`src/rtl/xintf_uart_tx_bridge.sv`:
```
// FIFO-buffered 16-bit word to 2x 8N1 UART bytes (low byte first); start bit falls 2 cycles after the write.
// No backpressure: writes to a full FIFO are dropped and flagged in the sticky ovf bit.

// Generic synchronous FIFO with occupancy count; registered pointers, combinational read data.
// Push ignored when full, pop ignored when empty; the caller decides what a refused push means.
module xintf_uart_tx_fifo #(
    parameter int W  = 16,
    parameter int AW = 4
) (
    input  logic          clk,
    input  logic          rst,
    input  logic          push,
    input  logic [W-1:0]  push_dat,
    input  logic          pop,
    output logic [W-1:0]  pop_dat,
    output logic [AW:0]   level,
    output logic          full,
    output logic          empty
);
    localparam logic [AW:0] DEPTH = (AW + 1)'(1 << AW);

    logic [W-1:0]  mem [2**AW];
    logic [AW-1:0] wr_ptr;
    logic [AW-1:0] rd_ptr;
    logic          do_push;
    logic          do_pop;

    assign full    = (level == DEPTH);
    assign empty   = (level == '0);
    assign do_push = push && !full;
    assign do_pop  = pop && !empty;
    assign pop_dat = mem[rd_ptr];

    always_ff @(posedge clk) begin
        if (do_push)
            mem[wr_ptr] <= push_dat;
    end

    always_ff @(posedge clk or posedge rst) begin
        if (rst) begin
            wr_ptr <= '0;
            rd_ptr <= '0;
            level  <= '0;
        end else begin
            if (do_push)
                wr_ptr <= wr_ptr + AW'(1);
            if (do_pop)
                rd_ptr <= rd_ptr + AW'(1);
            case ({do_push, do_pop})
                2'b10:   level <= level + (AW + 1)'(1);
                2'b01:   level <= level - (AW + 1)'(1);
                default: level <= level;
            endcase
        end
    end
endmodule

// XINTF UART-TX window: queues DSP words, shifts each out as two 8N1 bytes, exports FIFO status.
// No backpressure: overflow drops the word and sets ovf until clr_ovf.
module xintf_uart_tx_bridge #(
    parameter int CLKS_PER_BIT = 434,
    parameter int DEPTH_LOG2   = 4
) (
    input  logic                  clk,
    input  logic                  rst,
    input  logic                  wr_en,
    input  logic [15:0]           wr_data,
    input  logic                  clr_ovf,
    output logic                  uart_tx,
    output logic                  busy,
    output logic                  full,
    output logic                  empty,
    output logic [DEPTH_LOG2:0]   level,
    output logic                  ovf
);
    localparam int          CW      = (CLKS_PER_BIT > 1) ? $clog2(CLKS_PER_BIT) : 1;
    localparam logic [CW-1:0] CNT_MAX = CW'(CLKS_PER_BIT - 1);

    typedef enum logic [1:0] {IDLE, START, DATA, STOP} state_t;

    state_t        state, state_n;
    logic [CW-1:0] cnt, cnt_n;
    logic [2:0]    bit_idx, bit_idx_n;
    logic          byte_sel, byte_sel_n;
    logic [15:0]   hold, hold_n;
    logic          tx_n;
    logic          pop;
    logic [15:0]   pop_dat;
    logic [7:0]    cur_byte;

    xintf_uart_tx_fifo #(
        .W  (16),
        .AW (DEPTH_LOG2)
    ) u_fifo (
        .clk      (clk),
        .rst      (rst),
        .push     (wr_en),
        .push_dat (wr_data),
        .pop      (pop),
        .pop_dat  (pop_dat),
        .level    (level),
        .full     (full),
        .empty    (empty)
    );

    // Overflow is judged on the registered full flag; set beats clear.
    always_ff @(posedge clk or posedge rst) begin
        if (rst)
            ovf <= 1'b0;
        else if (wr_en && full)
            ovf <= 1'b1;
        else if (clr_ovf)
            ovf <= 1'b0;
    end

    assign cur_byte = byte_sel ? hold[15:8] : hold[7:0];
    assign busy     = (state != IDLE);

    always_comb begin
        state_n    = state;
        cnt_n      = cnt;
        bit_idx_n  = bit_idx;
        byte_sel_n = byte_sel;
        hold_n     = hold;
        tx_n       = 1'b1;
        pop        = 1'b0;
        case (state)
            IDLE: begin
                if (!empty) begin
                    pop        = 1'b1;
                    hold_n     = pop_dat;
                    byte_sel_n = 1'b0;
                    cnt_n      = '0;
                    state_n    = START;
                end
            end
            START: begin
                tx_n = 1'b0;
                if (cnt == CNT_MAX) begin
                    cnt_n     = '0;
                    bit_idx_n = 3'd0;
                    state_n   = DATA;
                end else begin
                    cnt_n = cnt + CW'(1);
                end
            end
            DATA: begin
                tx_n = cur_byte[bit_idx];
                if (cnt == CNT_MAX) begin
                    cnt_n = '0;
                    if (bit_idx == 3'd7)
                        state_n = STOP;
                    else
                        bit_idx_n = bit_idx + 3'd1;
                end else begin
                    cnt_n = cnt + CW'(1);
                end
            end
            STOP: begin
                tx_n = 1'b1;
                if (cnt == CNT_MAX) begin
                    cnt_n = '0;
                    if (!byte_sel) begin
                        byte_sel_n = 1'b1;
                        state_n    = START;
                    end else begin
                        state_n = IDLE;
                    end
                end else begin
                    cnt_n = cnt + CW'(1);
                end
            end
            default: state_n = IDLE;
        endcase
    end

    // uart_tx is registered, so the line trails the FSM state by one cycle.
    always_ff @(posedge clk or posedge rst) begin
        if (rst) begin
            state    <= IDLE;
            cnt      <= '0;
            bit_idx  <= 3'd0;
            byte_sel <= 1'b0;
            hold     <= 16'h0000;
            uart_tx  <= 1'b1;
        end else begin
            state    <= state_n;
            cnt      <= cnt_n;
            bit_idx  <= bit_idx_n;
            byte_sel <= byte_sel_n;
            hold     <= hold_n;
            uart_tx  <= tx_n;
        end
    end
endmodule

```
`config.mk`:
```
export PLATFORM = sky130hd
export DESIGN_NAME = xintf_uart_tx_bridge
export DESIGN_NICKNAME = d
export VERILOG_FILES = /design/src/rtl/xintf_uart_tx_bridge.sv
export SDC_FILE = /design/constraint.sdc
export NUM_CORES = 1
export LEC_CHECK = 0
export ABC_AREA = 1
export CAP_MARGIN = 30
export CORE_MARGIN = 2
export CORE_UTILIZATION = 50
export CTS_BUF_LIST = sky130_fd_sc_hd__clkbuf_16
export DETAILED_ROUTE_END_ITERATION = 12
export GPL_TIMING_DRIVEN = 0
export PLACE_DENSITY = 0.72
export SLEW_MARGIN = 30
export SYNTH_ARGS = -nofsm -noshare
export SYNTH_HDL_FRONTEND = slang
export SYNTH_SLANG_ARGS = --single-unit
```
`constraint.sdc`:
```
create_clock -name clk -period 3.9 [get_ports clk]
set_clock_uncertainty 0.05 [all_clocks]
set_input_delay 0.78 -clock clk [delete_from_list [all_inputs] [get_ports clk]]
set_output_delay 0.78 -clock clk [all_outputs]
set_load 0.02 [all_outputs]
```
Yosys cells after proc, flatten, opt, wreduce, memory -nomap -nowiden
Memories as Yosys holds them, arrays and structs flattened. A register that Yosys moved wholly into a read port is not among the register bits.
Index checks and enable logic that the tools add are counted.
{ "op_classes": {"bitwise_logic": 1, "n_div": 0, "n_eq_ne": 14, "mul": 0, "n_addsub": 6, "reduce_logical": 17, "shift": 0, "muxes": 28, "n_lt_le_gt_ge": 1} }
{ "ops": {"columns": ["op", "n"], "rows": [
  ["two-way mux 9 bit", 2],
  ["one-hot mux 9 bit (2 select lines)", 1],
  ["!= test 2 bit (second input constant)", 6],
  ["two-way mux 1 bit", 10],
  ["two-way mux 2 bit", 5],
  ["one-hot mux 5 bit (2 select lines)", 1],
  ["nonzero test 2 bit", 5],
  ["adder 9 x 1 -> 9 bit (second input constant)", 1],
  ["equality test 9 bit (second input constant)", 1],
  ["two-way mux 3 bit", 3],
  ["adder 4 x 1 -> 4 bit (second input constant)", 2],
  ["two-way mux 8 bit", 1],
  ["one-hot mux 2 bit (4 select lines)", 1],
  ["equality test 2 bit (second input constant)", 3],
  ["one-hot mux 3 bit (2 select lines)", 1],
  ["adder 5 x 1 -> 5 bit (second input constant)", 1],
  ["equality test 5 bit (second input constant)", 1],
  ["logical NOT 5 bit", 1],
  ["AND reduction 5 bit", 1],
  ["subtractor 5 x 1 -> 5 bit (second input constant)", 1],
  ["equality test 2 x 1 -> 1 bit (second input constant)", 2],
  ["less-than comparator 3 x 4 -> 1 bit (second input constant)", 1],
  ["one-hot mux 1 bit (2 select lines)", 2],
  ["AND reduction 4 bit", 1],
  ["10 further kinds", 13]
]} }
{ "word_totals": {"memories": 1, "input_bits": 20, "romBits": 0, "latch_bits": 0, "ramBits": 256, "output_inout_bits": 10, "ff_bits": 30} }
{ "mem_list": {"columns": ["name", "words", "word_bits", "rd", "rd_clocked_by_memory_dff", "write_ports", "line_no", "rtl"], "rows": [
  ["u_fifo.mem", 16, 16, 1, 1, 1, "22", "logic [W-1:0] mem [2**AW];"]
]} }

Logic depth before layout (Yosys ltp)
Gate-level depths: netlist (run 1).
{ "depth": {"depth_word": 6, "mapped_depth": 18, "ltp_nobuf": 17} }

Modules after synthesis
From an unflattened synthesis (run 1), not the netlist that was laid out.
{ "unflattened": {"cells_unflattened": 1341, "hier_area_um2": 13375.3} }
{ "by_module_without_submodules": {"columns": ["module", "cells_per_inst", "instances", "area_each_um2", "seq_area_each_um2"], "rows": [
  ["xintf_uart_tx_fifo", 1123, 1, 11604.9, 8012.7],
  ["xintf_uart_tx_bridge", 218, 1, 1770.4, 827.0]
]} }

Worst setup path before layout (run 1)
OpenSTA, ideal clock, no wires.
{ "synth_timing": {"path_type": "input -> register", "start": "input port wr_en", "end": "memory u_fifo.mem[10][0], enable pin", "stages": 3, "setup_time_ns": 0.409, "n_path_buf": 1, "setup_slack_ns": 1.268, "arrival_time_ns": 2.173, "required_ns": 3.441, "path_cell_list": "nand2_2 -> buf_2 -> nor3_1"} }
{ "synth_between": {"elab_chain_len": 3} }
{ "synth_rtl": {"columns": ["element", "line_no", "rtl"], "rows": [
  ["start: declaration", "66", "input logic wr_en,"],
  ["logical AND 1 bit", "30", "assign do_push = push && !full;"],
  ["two-way mux 1 bit", "35", "if (do_push)"],
  ["two-way mux 1 bit (implied by the code)", "36", "mem[wr_ptr] <= push_dat;"],
  ["end: declaration", "22", null]
]} }
No other way between the ends.

Final worst setup path (run 1)
{ "layout_timing": {"start": "register u_fifo.level[2]", "end": "output port full"} }
{ "layout_between": {"elab_chain_len": 1} }
{ "layout_rtl": {"columns": ["element", "line_no", "rtl"], "rows": [
  ["start: declaration", "16", "output logic [AW:0] level,"],
  ["start signal: assignment", "50", "2'b10: level <= level + (AW + 1)'(1);"],
  ["start signal: assignment", "51", "2'b01: level <= level - (AW + 1)'(1);"],
  ["start signal: assignment", "52", "default: level <= level;"],
  ["equality test 5 bit", "28", "assign full = (level == DEPTH);"],
  ["end: declaration", "71", "output logic full,"]
]} }
No other way between the ends.

==> flow_summary.yaml, run 1 <==
status:
  status: "finished clean"
floorplan:
  rows: 60
  core_um2: 26700
  die_h_um: 168
  fp.dieArea_um2: 28300
  initial_core_util_pct: 50.4
  io_pins: 30
  die_w_um: 168
final_layout:
  multi_input_area_um2: 3530
  n_antenna_cell: 0
  post-route-util_pct: 57.8
  n_fill_cell: 2210
  fin_nets: 1492
  drive_above_1_share_pct: 9.68
  ff_latch_area_um2: 8840
  area_growth_pct: 14.6
drt:
  top_layer_used: "met4"
  post_drt_wl_per_cell_um: 17.8
  drt-met1-wl_um: 12800
  dr_wl_met3_um: 2680
  vias_per_cell: 5.25
  routed_wirelength_um: 32300
  dr_wl_met2_um: 15300
  remaining_drc_errors: 0
  dr_total_vias: 9544
  final_antenna_net_count: 0
  firstDrtPassIters: 5
  drt_iter0_markers: 925
global_routing:
  grt-ovfl-total: 0
  grtUsageTotal_pct: 23.2
  grt_pass1_vias: 9398
  grt_max_degree: 47
  grt_pass1_wl_um: 50100
  antenna_found_initial: 0
worst_setup_path:
  path_class: "flop to output pin"
  worstReg2RegEnd: "u_fifo.level[4]"
  critical_path_required_ns: 3.07
  setup.worst_path.start_class: "flop"
  reg2reg_from: "u_fifo.level[2]"
  crit_path_end_kind: "output pin"
  worstSetupStartpoint: "u_fifo.level[2]"
  arrival_ns: 2.10
  r2r_setup_slack_ns: 1.05
  r2r_cells: 16
  crit_fanout: 6
  critPathCapture: "full"
timing:
  tightestPinTransition_ns: 0.927
  fin_ws_ns: 0.975
  tns_ns: 0
  setup_viol: 0
  drv_slew: 0
  hold_violations: 0
  maxSlewHeadroom_pct: 38.0
  timing.fmax_mhz: 342
  holdWs_ns: 0.430
  post-route-min-period_ns: 2.93
  rsz0062_at_grt: "false"
  post-route-period-util_pct: 75.0
power:
  power.density_nw_per_um2: 492
  power_leakage_uw: 0.00682
  peakVddDrop_uv: 380
cts:
  cts_buffer_depth: 3
  clock-sinks: 302
  clk_pin_slew_worst_paths_ns: 0.06
  cts-resized-gates: 0
  cts_buffers: 31
  postCtsSetupRepairBufs: 0
  postCtsHoldBufs: 0
  clk_latency_ns: 0.58
  cts_root_buffer: "clkbuf_16"
  cts_htree_levels: 1
  tritoncts: "done"
yosys:
  ys_seq_elements: 302
  netlist_area_um2: 13500
  syn_avg_cell_area_um2: 9.85
  syn_inst: 1368
  syn_nets: 1405
  ys.warnings.count: 0
  ys_seq_area_share_pct: 65.6
  ys_types: 26
job:
  drv_cap: 0
min_path:
  min-delay-start: "hold[11]"
  worstHoldPathType: "flop to flop"
place:
  dpl.hpwl_um: 22400
  portBuffers: 29
  gp_congestion: 0.922
  dp_slack_ns: 0.682
-- logic make-up after synthesis --
group	count (synthesis)	synth area share, %
AND/OR/NAND/NOR	713	22.2
XOR/XNOR	13	0.845
buffers and inverters	295	8.69
flip-flops	302	65.6
AO/OA/AOI/OAI	28	1.10
adder cells (fa/ha/maj)	17	1.58
-- power by group --
part	total [uW]	internal (uW)	leakage (uW)	switching, uW
clock	2810	1580	0.000486	1230
combinational	863	275	0.00345	589
sequential	3920	3810	0.00288	106
-- cell type report --
cell class	count	area share, %
Tap cell	341	2.76
Inverter	237	5.78
Sequential cell	302	57.3
Timing Repair Buffer	54	3.19
Multi-Input combinational cell	771	22.9
Clock buffer	31	5.03
Clock inverter	25	1.25
Buffer	58	1.82
-- synthesized netlist by cell type --
cell type,number,area [um^2]
ha_1,17,213
inv_2,3,11.3
nor3_1,15,75.1
xnor2_1,3,26.3
o22ai_1,4,25.0
buf_1,5,18.8
a21oi_1,5,25.0
nand2_2,2,12.5
xor2_1,10,87.6
nand2_1,459,1720
or2_2,1,6.26
buf_2,42,210
clkbuf_1,8,30.0
o21ai_0,16,80.1
nand4_1,3,18.8
dfrtp_1,45,1130
edfxtp_1,256,7690
dfstp_2,1,26.3
buf_4,3,22.5
a21boi_0,1,7.51
nand3_1,221,1110
nand3b_1,1,7.51
inv_1,233,875
clkinv_1,1,3.75
nor2_1,11,41.3
o21ai_1,2,10.0
-- metrics by stage --
step           std cells  total power (uW)  area [um^2]
3_3_place_gp        1738              4730        14200
4_1_cts             1819              7630        15400
6_report            1819              7600        15400
2_1_floorplan       1368              4430        13500
5_1_grt             1819              7850        15400
3_5_place_dp        1763              4840        14500
-- how the worst min path moves through the flow --
stage	to	depth (start not counted)	slack [ns]
finish	hold[11]	2	0.43
global route	hold[3]	2	0.46
CTS	hold[11]	2	0.43
detailed placement	hold[11]	2	0.42
global placement	hold[11]	2	0.41
floorplan	hold[10]	2	0.40
-- cells in the final DEF, fill, tap and decap left out, types with 3 or more instances in the layout --
cell type	n
buf_2	42
dfrtp_1	45
inv_1	234
clkdlybuf4s50_1	29
clkinv_2	11
inv_2	3
nand3_1	221
nor2_2	4
a21oi_1	5
edfxtp_1	256
clkinv_1	6
clkbuf_1	8
o22ai_1	4
xnor2_1	3
nand2_1	459
ha_1	17
nand4_1	3
nor3_2	12
nor2_1	7
buf_1	5
o21ai_0	16
buf_6	4
clkinvlp_4	3
xor2_1	10
buf_4	24
clkbuf_16	31
nor3_1	3
-- critical path, stage by stage, from the launching register on --
cell and delay (ns):
dfrtp_1 0.44, nor2_1 0.13, nand3_1 0.08, inv_1 0.07
nand2_1 0.12, inv_1 0.10, clkdlybuf4s50_1 0.61
-- sequential cells by signal, indices dropped and copies added (netlist names) --
name and cells:
u_fifo.mem 256, hold 16, cnt 9, u_fifo.level 5, u_fifo.rd_ptr 4, u_fifo.wr_ptr 4, bit_idx 3, state 2
byte_sel 1, ovf 1, uart_tx 1
-- metal layers --
layer	vias to the layer above	track usage [%]
met5	-	0
met4	0	10.3
li1	4566	-
met3	103	4.89
met2	414	38.7
met1	4461	29.5
Power figures use the tool's default switching activity.
==> inputs of run 2 (changes only) <==
- PLACE_DENSITY: 0.72 -> 0.75
- clock period: 3.9 -> 2.5 ns (I/O delays scaled with it)
==> flow_summary.yaml, run 2 (synthesis gave the netlist of run 1 again) <==
cts:
  clk_pin_slew_worst_paths_ns: 0.06
  postCtsHoldBufs: 0
  cts_buffer_depth: 3
  clk_latency_ns: 0.58
  cts_root_buffer: "clkbuf_16"
  tritoncts: "done"
  cts_buffers: 30
  cts_htree_levels: 1
  clock-sinks: 302
worst_setup_path:
  path_depth: 9
  slowest_delay_ns: 0.56
  path_delay_family: "simple AND/OR/NAND/NOR gates"
  critical_path_required_ns: 2.72
  crit_buf_inv: 4
  crit_path_end_kind: "flop"
  crit_chain: "inv_1, nand3_1, inv_1, nand2_2, nand2_4, inv_1, nand2_1, nor2_2, buf_6"
  setup.worst_path.start_class: "flop"
  crit_fanout: 9
  critPathSlowestCell: "nor2_2"
  path_class: "flop to flop"
  arrival_ns: 2.63
  crit_top_cell: "inv_1"
  r2r_cells: 9
global_routing:
  antenna_found_initial: 0
  grtUsageTotal_pct: 23.9
  grt-ovfl-total: 0
  grt_max_degree: 47
  grt_pass1_vias: 9018
  grt_pass1_wl_um: 50800
timing:
  rsz0062_at_grt: "true"
  setup_viol: 0
  timing.fmax_mhz: 414
  tightestPinTransition_ns: 0.901
  maxSlewHeadroom_pct: 39.7
  drv_slew: 0
  hold_violations: 0
  post-route-period-util_pct: 96.6
  post-route-min-period_ns: 2.41
  holdWs_ns: 0.326
final_layout:
  area_growth_pct: 16.2
  layout_commonest_cell: "nand2_1"
  largest_reg_flops: 256
  drive_above_1_share_pct: 10.3
  n_fill_cell: 2140
  largestRegisters: "u_fifo.mem: 256 flops, hold: 16 flops, cnt: 9 flops"
  instances_no_fill: 1822
  post-route-util_pct: 58.6
  largest_register: "u_fifo.mem"
  n_antenna_cell: 0
  fin_nets: 1495
  layout_common_cells: "nand2_1 (458), edfxtp_1 (256), inv_1 (234)"
drt:
  dr_wl_met2_um: 16400
  routed_wirelength_um: 33700
  firstDrtPassIters: 5
  drt_iter0_markers: 951
  vias_per_cell: 5.25
  top_layer_used: "met4"
  drt-met1-wl_um: 13300
  post_drt_wl_per_cell_um: 18.5
  dr_total_vias: 9558
  remaining_drc_errors: 0
  dr_wl_met3_um: 2710
  final_antenna_net_count: 0
floorplan:
  fp.dieArea_um2: 28300
  initial_core_util_pct: 50.4
  die_w_um: 168
  io_pins: 30
  core_um2: 26700
  rows: 60
  die_h_um: 168
place:
  portBuffers: 29
  gp_congestion: 0.966
  dpl.hpwl_um: 22800
  dp.cells: 1762
status:
  status: "finished clean"
job:
  drv_cap: 0
power:
  peakVddDrop_uv: 582
  power.density_nw_per_um2: 792
  power_leakage_uw: 0.00690
  power_uw: 12400
min_path:
  worstHoldPathType: "input pin to async pin"
## run 2: path summary, 6_finish.rpt
| kind | from | to | slack [ns] |
|---|---|---|---|
| worst max-delay path | u_fifo.level[1] | u_fifo.mem[7][2] | 0.09 |
| worst min-delay path | rst | u_fifo.level[4] | 0.33 |
| worst max register to register | u_fifo.level[1] | u_fifo.mem[7][2] | 0.09 |
| worst min register to register | hold[11] | hold[11] | 0.43 |
| max in group asynchronous | rst | u_fifo.level[2] | 1.64 |
| min in group clk | hold[11] | hold[11] | 0.43 |
## run 2: area by class of cell
| cell class | instances | area [um^2] | area share, % |
|---|---|---|---|
| repair buffers | 59 | 527 | 3.36 |
| inverters | 237 | 900 | 5.75 |
| well taps | 341 | 427 | 2.72 |
| clock inverters | 25 | 330 | 2.11 |
| plain buffers | 57 | 292 | 1.86 |
| clock buffers | 30 | 751 | 4.79 |
| flip-flops and latches | 302 | 8840 | 56.5 |
| multi-input cells | 771 | 3590 | 22.9 |
## run 2: per-layer routing
layer,up-vias,track usage (%)
li1,4580,-
met1,4488,31.1
met2,408,40.6
met3,82,4.35
met4,0,8.43
met5,-,0
## run 2: power breakdown
group          internal, uW  leakage, uW  switching (uW)
logic                   445      0.00349             990
registers              5950      0.00288             172
clock network          2920     0.000533            1920
## run 2: repair_timing
item | 4_1_cts | 5_1_grt
gates resized for setup | 14 | 8
setup buffers | 0 | 6
pin swaps | 0 | 2
setup endpoints to repair | 39 | 26
## run 2: through the flow
step                TNS [ns]  setup WS, ns  instance area [um^2]
CTS                  -0.0153      -0.00693                 15600
global placement     -257.60         -1.31                 14200
detailed placement    -16.40        -0.481                 14500
finish                     0        0.0858                 15700
floorplan             -17.56        -0.122                 13500
global route          -0.994       -0.0569                 15700
